--- src/rtl/wcrc_pkg.sv ---
// rtl/wcrc_pkg.sv - shared CRC definitions for the packer and the stage-2 checker
//
// Purpose: CRC width, chunk width, generator polynomial, init value, the
// packer FSM state type, and crc_step(), which folds one D-bit chunk into the
// CRC MSB-first. The checker recomputes with the same function, so both sides
// agree bit-exactly.
package wcrc_pkg;

  localparam int                 WCRC_CL   = 8;
  localparam int                 WCRC_D    = 8;
  localparam logic [WCRC_CL-1:0] WCRC_POLY = 8'h07;  // x^8 + x^2 + x + 1
  localparam logic [WCRC_CL-1:0] WCRC_INIT = '0;

  typedef enum logic [1:0] {
    ST_IDLE = 2'd0,
    ST_CALC = 2'd1,
    ST_FULL = 2'd2
  } pack_state_e;

  // D serial LFSR steps unrolled; chunk[D-1] is consumed first.
  function automatic logic [WCRC_CL-1:0] crc_step(input logic [WCRC_CL-1:0] crc,
                                                  input logic [WCRC_D-1:0]  chunk);
    logic [WCRC_CL-1:0] c;
    logic               fb;
    c = crc;
    for (int i = WCRC_D - 1; i >= 0; i--) begin
      fb = c[WCRC_CL-1] ^ chunk[i];
      c  = {c[WCRC_CL-2:0], 1'b0} ^ (fb ? WCRC_POLY : '0);
    end
    return c;
  endfunction

endpackage

--- src/rtl/wcrc_serial_engine.sv ---
// rtl/wcrc_serial_engine.sv - serial CRC engine, D bits per cycle over an n-bit word
//
// Purpose: load captures a word and clears the CRC; each step folds the next
// D MSBs into the CRC. last_o marks the step that consumes the final chunk,
// and crc_next_o is the CRC that step produces, so the caller can store the
// finished CRC on that same edge.
// Ports:
//   clk_i       clock, rising edge
//   rst_ni      asynchronous active-low reset
//   load_i      capture data_i, CRC <= init, step counter <= 0
//   data_i      word to protect
//   step_i      fold the next chunk this edge
//   data_o      word captured by the last load
//   crc_next_o  CRC after folding the current chunk
//   last_o      current step consumes the final chunk
module wcrc_serial_engine
  import wcrc_pkg::*;
#(
  parameter int n = 32
) (
  input  logic               clk_i,
  input  logic               rst_ni,
  input  logic               load_i,
  input  logic [n-1:0]       data_i,
  input  logic               step_i,
  output logic [n-1:0]       data_o,
  output logic [WCRC_CL-1:0] crc_next_o,
  output logic               last_o
);

  localparam int STEPS = n / WCRC_D;
  localparam int CW    = (STEPS > 1) ? $clog2(STEPS) : 1;

  logic [n-1:0]       shift_q;
  logic [n-1:0]       data_q;
  logic [WCRC_CL-1:0] crc_q;
  logic [CW-1:0]      cnt_q;

  assign data_o     = data_q;
  assign last_o     = (cnt_q == CW'(STEPS - 1));
  assign crc_next_o = crc_step(crc_q, shift_q[n-1 -: WCRC_D]);

  always_ff @(posedge clk_i or negedge rst_ni) begin
    if (!rst_ni) begin
      shift_q <= '0;
      data_q  <= '0;
      crc_q   <= WCRC_INIT;
      cnt_q   <= '0;
    end else if (load_i) begin
      shift_q <= data_i;
      data_q  <= data_i;
      crc_q   <= WCRC_INIT;
      cnt_q   <= '0;
    end else if (step_i) begin
      crc_q   <= crc_next_o;
      shift_q <= shift_q << WCRC_D;
      cnt_q   <= last_o ? '0 : cnt_q + CW'(1);
    end
  end

endmodule

--- src/rtl/tmr_wcrc_packer.sv ---
// rtl/tmr_wcrc_packer.sv - packs N CRC-protected weights into the Wcrc bus
//
// Purpose: accepts one n-bit weight per handshake, runs it through the serial
// CRC engine (n/D cycles), stores {data, crc} into the next lane and raises
// wcrc_valid_o once all N lanes are filled, holding it until wcrc_ack_i.
// err_inj_i flips CRC bit 0 of a lane as it is stored, for fault-path tests.
// Ports:
//   clk_i         clock, rising edge
//   rst_ni        asynchronous active-low reset
//   clear_i       synchronous abort: drop partial pack, back to IDLE
//   w_in_i        weight data
//   w_valid_i     w_in_i valid
//   w_ready_o     block accepts w_in_i (IDLE)
//   err_inj_i     per-lane CRC bit 0 inversion, sampled on the lane-write edge
//   wcrc_o        lane j (1..N) at [(n+cl)*j-1 -: n+cl] = {data, crc}
//   wcrc_valid_o  all N lanes packed
//   wcrc_ack_i    consumer has taken wcrc_o (acted on only when full)
//   lane_cnt_o    lanes filled so far
//   busy_o        not IDLE
module tmr_wcrc_packer
  import wcrc_pkg::*;
#(
  parameter int N = 8,
  parameter int n = 32
) (
  input  logic                        clk_i,
  input  logic                        rst_ni,
  input  logic                        clear_i,
  input  logic [n-1:0]                w_in_i,
  input  logic                        w_valid_i,
  output logic                        w_ready_o,
  input  logic [N-1:0]                err_inj_i,
  output logic [N*(n+WCRC_CL)-1:0]    wcrc_o,
  output logic                        wcrc_valid_o,
  input  logic                        wcrc_ack_i,
  output logic [$clog2(N+1)-1:0]      lane_cnt_o,
  output logic                        busy_o
);

  localparam int LW   = n + WCRC_CL;
  localparam int LCW  = $clog2(N + 1);
  localparam int LIDX = (N > 1) ? $clog2(N) : 1;

  pack_state_e        state_q;
  logic [LCW-1:0]     lane_cnt_q;
  logic               wcrc_valid_q;
  logic [LW-1:0]      lanes_q [N];

  logic               eng_load;
  logic               eng_step;
  logic [n-1:0]       eng_data;
  logic [WCRC_CL-1:0] eng_crc_next;
  logic               eng_last;
  logic [LIDX-1:0]    lane_idx;

  assign w_ready_o    = (state_q == ST_IDLE);
  assign busy_o       = (state_q != ST_IDLE);
  assign wcrc_valid_o = wcrc_valid_q;
  assign lane_cnt_o   = lane_cnt_q;

  // In CALC lane_cnt_q never exceeds N-1, so its low bits address the lane.
  assign lane_idx = lane_cnt_q[LIDX-1:0];

  // clear wins over a simultaneous handshake or step.
  assign eng_load = (state_q == ST_IDLE) && w_valid_i && !clear_i;
  assign eng_step = (state_q == ST_CALC) && !clear_i;

  wcrc_serial_engine #(
    .n (n)
  ) u_engine (
    .clk_i      (clk_i),
    .rst_ni     (rst_ni),
    .load_i     (eng_load),
    .data_i     (w_in_i),
    .step_i     (eng_step),
    .data_o     (eng_data),
    .crc_next_o (eng_crc_next),
    .last_o     (eng_last)
  );

  always_ff @(posedge clk_i or negedge rst_ni) begin
    if (!rst_ni) begin
      state_q      <= ST_IDLE;
      lane_cnt_q   <= '0;
      wcrc_valid_q <= 1'b0;
      for (int i = 0; i < N; i++) begin
        lanes_q[i] <= '0;
      end
    end else if (clear_i) begin
      // Lane contents are left alone; consumers qualify with wcrc_valid.
      state_q      <= ST_IDLE;
      lane_cnt_q   <= '0;
      wcrc_valid_q <= 1'b0;
    end else begin
      case (state_q)
        ST_IDLE: begin
          if (w_valid_i) begin
            state_q <= ST_CALC;
          end
        end
        ST_CALC: begin
          if (eng_last) begin
            lanes_q[lane_idx] <= {eng_data,
                                  eng_crc_next ^ {{(WCRC_CL-1){1'b0}}, err_inj_i[lane_idx]}};
            lane_cnt_q <= lane_cnt_q + LCW'(1);
            if (lane_cnt_q == LCW'(N - 1)) begin
              state_q      <= ST_FULL;
              wcrc_valid_q <= 1'b1;
            end else begin
              state_q <= ST_IDLE;
            end
          end
        end
        ST_FULL: begin
          if (wcrc_ack_i) begin
            state_q      <= ST_IDLE;
            lane_cnt_q   <= '0;
            wcrc_valid_q <= 1'b0;
          end
        end
        default: begin
          state_q <= ST_IDLE;
        end
      endcase
    end
  end

  for (genvar j = 0; j < N; j++) begin : g_pack
    assign wcrc_o[LW*j +: LW] = lanes_q[j];
  end

endmodule
--- config.mk ---
export PLATFORM = sky130hd
export DESIGN_NAME = tmr_wcrc_packer
export DESIGN_NICKNAME = d
export VERILOG_FILES = /design/src/rtl/wcrc_pkg.sv /design/src/rtl/wcrc_serial_engine.sv /design/src/rtl/tmr_wcrc_packer.sv
export SDC_FILE = /design/constraint.sdc
export NUM_CORES = 1
export LEC_CHECK = 0
export BUFFER_PORTS_ARGS = -buffer_cell sky130_fd_sc_hd__buf_2
export CAP_MARGIN = 0
export CELL_PAD_IN_SITES_DETAIL_PLACEMENT = 1
export CELL_PAD_IN_SITES_GLOBAL_PLACEMENT = 1
export CORE_MARGIN = 2
export CORE_UTILIZATION = 35
export DETAILED_ROUTE_END_ITERATION = 10
export PLACE_DENSITY = 0.77
export SETUP_SLACK_MARGIN = 0.15
export SLEW_MARGIN = 25
export SYNTH_ARGS = -nofsm -noshare
export SYNTH_HDL_FRONTEND = slang
export SYNTH_SLANG_ARGS = --single-unit
--- constraint.sdc ---
create_clock -name clk_i -period 2.3 [get_ports clk_i]
set_input_delay 0.115 -clock clk_i [delete_from_list [all_inputs] [get_ports clk_i]]
set_output_delay 0.115 -clock clk_i [all_outputs]
set_load 0.01 [all_outputs]
==> impl_metrics.py <==
metrics = {
    "outcome": {
        "status": "finished clean",
    },
    "die": {
        "io_pins": 372,
        "dieArea_um2": 45500,
        "core_um2": 43200,
        "rows": 76,
        "die_h_um": 213,
        "die_w_um": 213,
        "start_util_pct": 35.5,
    },
    "detailed_routing": {
        "ant_nets": 0,
        "drt_iter0_drc": 577,
        "wirelength_mm": 48.8,
        "firstDrtPassIters": 4,
        "wl_per_cell_um": 21.9,
        "vias": 10821,
        "routed_via_density": 4.86,
        "drc_errors": 0,
    },
    "finish": {
        "fin_nets": 1655,
        "mostFrequentLayoutCells": "dfrtp_1 (401), buf_2 (370), nand2_1 (245)",
        "area_growth_pct": 29.9,
        "mostFrequentLayoutCell": "dfrtp_1",
        "post-route-util_pct": 46.2,
        "final_layout_size_suffix_gt1_share_pct": 44.1,
        "fin_cells": 2226,
    },
    "sta": {
        "fmax_mhz": 484,
        "fin_crit_sh_pct": 89.8,
        "slew_viol_final": 0,
        "slew_headroom_pct": 40.8,
        "hold_viol_final": 0,
        "timing.final.ws_setup_ns": 0.236,
        "rsz0062_at_grt": "true",
        "layout_min_cycle_time_ns": 2.06,
        "tightest_slew_ns": 0.882,
        "fin_tns_setup_ns": 0,
        "setup_violations": 0,
        "clock_skew_ns": 0.0142,
    },
    "critical_path": {
        "cp_data_arrival_time_ns": 2.50,
        "required_ns": 2.74,
        "criticalPathCategory": "flop to flop",
        "setup.worst_path.end_class": "flop",
        "startpoint_type": "flop",
        "worstPathMaxFanout": 15,
    },
    "placement": {
        "pre_cts_ws_ns": 0.155,
        "dp_cells": 2112,
        "place.gp.congestion": 0.760,
        "portBuffers": 371,
        "dpl.hpwl_mm": 33.2,
    },
    "flow_run": {
        "drv_cap": 0,
    },
    "pwr": {
        "seq_power_share_pct": 45.0,
        "power_density_nw_per_um2": 921,
        "power.share.clock_pct": 37.1,
        "ir_worst_vdd_mv": 0.648,
        "pwr-share-comb_pct": 17.9,
        "p_switching_w": 0.00553,
        "internal_power_w": 0.0128,
        "leakage_nw": 11.1,
        "p_sw_share_pct": 30.1,
    },
    "yosys": {
        "synth_top_cell_area_share_pct": 65.4,
        "synth_cells": 1171,
        "synthesis.area_um2": 15300,
        "synthTopCellsByArea": "dfrtp_1 (65%), mux2_2 (17%), nand2_1 (6.0%)",
        "avgSynthCellArea_um2": 13.1,
        "ys_seq_elements": 401,
        "yosysWarnings": 0,
        "synth_area_leader_cell": "dfrtp_1",
        "synth.distinct_cells": 36,
        "ys_seq_area_share_pct": 65.4,
        "synth_fp_nets": 1218,
    },
    "global_route": {
        "antenna_found_initial": 3,
        "grt_max_degree": 82,
        "grt_overflow": 0,
        "grt_pass1_wl_mm": 73.5,
        "grt_pass1_vias": 11883,
        "grt.total_usage_pct": 21.5,
    },
    "clocking": {
        "cts_tree": "yes",
        "cts_max_path_buffers": 3,
        "clock_latency_ns": 0.57,
        "cts-root-buf": "clkbuf_16",
        "numCtsBuffers": 44,
        "clk_pin_slew_ns": 0.06,
        "postCtsSetupBuffers": 0,
        "clock-sinks": 401,
        "cts_max_level": 2,
    },
    "hold_path": {
        "hp-class": "input port to flop",
    },
}
logic make-up (layout without fill, tap and decap cells):
| group | count (synthesis) | after routing | share of synthesized area (%) |
|---|---|---|---|
| mux | 253 | 253 | 18.3 |
| xor+xnor | 26 | 26 | 1.63 |
| simple gates | 302 | 302 | 7.84 |
| other cells | 0 | 2 | 0 |
| flops | 401 | 401 | 65.4 |
| buf+inv | 73 | 541 | 2.50 |
| compound gates | 114 | 114 | 4.13 |
| fa+ha+maj | 2 | 2 | 0.163 |
through the flow:
| step | total power (W) | hold WS, ns | area, um2 |
|---|---|---|---|
| after global placement | 0.0114 | 0.207 | 18200 |
| after CTS | 0.0185 | 0.116 | 19900 |
| after floorplan | 0.00978 | -0.181 | 15300 |
| after global routing | 0.0192 | 0.186 | 19900 |
| after detailed placement | 0.0116 | 0.220 | 18200 |
| final | 0.0184 | 0.146 | 19900 |
worst paths after layout:
check                                     startpoint                      end  slack (ns)  depth (start not counted)
max in group asynchronous                     rst_ni   wcrc_o[19]$_DFFE_PN0P_        1.35                          3
min in group asynchronous                     rst_ni  wcrc_o[319]$_DFFE_PN0P_        0.19                          2
min reg2reg                  wcrc_o[218]$_DFFE_PN0P_  wcrc_o[218]$_DFFE_PN0P_        0.47                          2
max                        lane_cnt_o[0]$_DFFE_PN0P_  wcrc_o[153]$_DFFE_PN0P_        0.24                          4
max reg2reg                lane_cnt_o[0]$_DFFE_PN0P_  wcrc_o[153]$_DFFE_PN0P_        0.24                          4
min                                        w_valid_i   state_q[0]$_DFFE_PN0P_        0.15                          4
cell type report:
type / count / area, um2
antenna: 2 / 5.00
clock buffer: 68 / 1290
clock inverter: 9 / 81.3
fill: 4662 / 23200
inverter: 8 / 30.0
multi-input combinational: 697 / 4980
sequential: 401 / 10000
tap: 585 / 732
timing repair buffer: 456 / 2780
metal layers:
| layer | up-vias | track usage [%] | routed length (um) |
|---|---|---|---|
| met4 | 2 | 6.68 | 1150 |
| li1 | 4830 | - | - |
| met2 | 311 | 37.2 | 24200 |
| met5 | - | 0 | 13 |
| met3 | 62 | 4.39 | 2700 |
| met1 | 5616 | 27.1 | 20700 |
sequential cells by signal, summed over array words and instances, names as in the netlist:
register          cells
lane_cnt_o            4
state_q               2
u_engine.cnt_q        2
u_engine.crc_q        8
u_engine.data_o      32
u_engine.shift_q     32
wcrc_o              320
wcrc_valid_o          1
synthesized netlist by cell type (all sizes together):
cell type and count:
and4 3, clkbuf 18, xnor2 14, a32oi 3, nor3 2, nand3 4, mux2i 27, nand4 3
o31ai 1, dfrtp 401, nor3b 1, ha 2, a21oi 25, or2 1, nor2 36, o211ai 1
a22o 9, nor4b 1, nand2b 1, a31o 1, nand2 245, mux2 226, xor2 11, o32a 1
nor2b 4, inv 8, nand3b 1, buf 47, xor3 1, o21ai 72, a2111oi 1
power by group through the flow:
stage | Combinational [W] | Sequential [W] | Clock (W)
finish | 0.00328 | 0.00826 | 0.00681
global route | 0.00359 | 0.00835 | 0.00725
CTS | 0.00325 | 0.00828 | 0.00700
detailed placement | 0.00318 | 0.00840 | 0
global placement | 0.00309 | 0.00836 | 0
floorplan | 0.00160 | 0.00819 | 0
critical path, stage by stage (launching register included):
cell     delay [ns]
dfrtp_1        0.55
nor2b_1        0.39
and4_2         0.32
buf_4          0.28
mux2_2         0.37
repair_timing:
item,4_1_cts,5_1_grt
hold buffers,35,0
endpoints found under the setup margin,0,152
gates resized for setup,0,6
endpoints found under the hold margin,134,0
(Power assumes the default switching activity.)
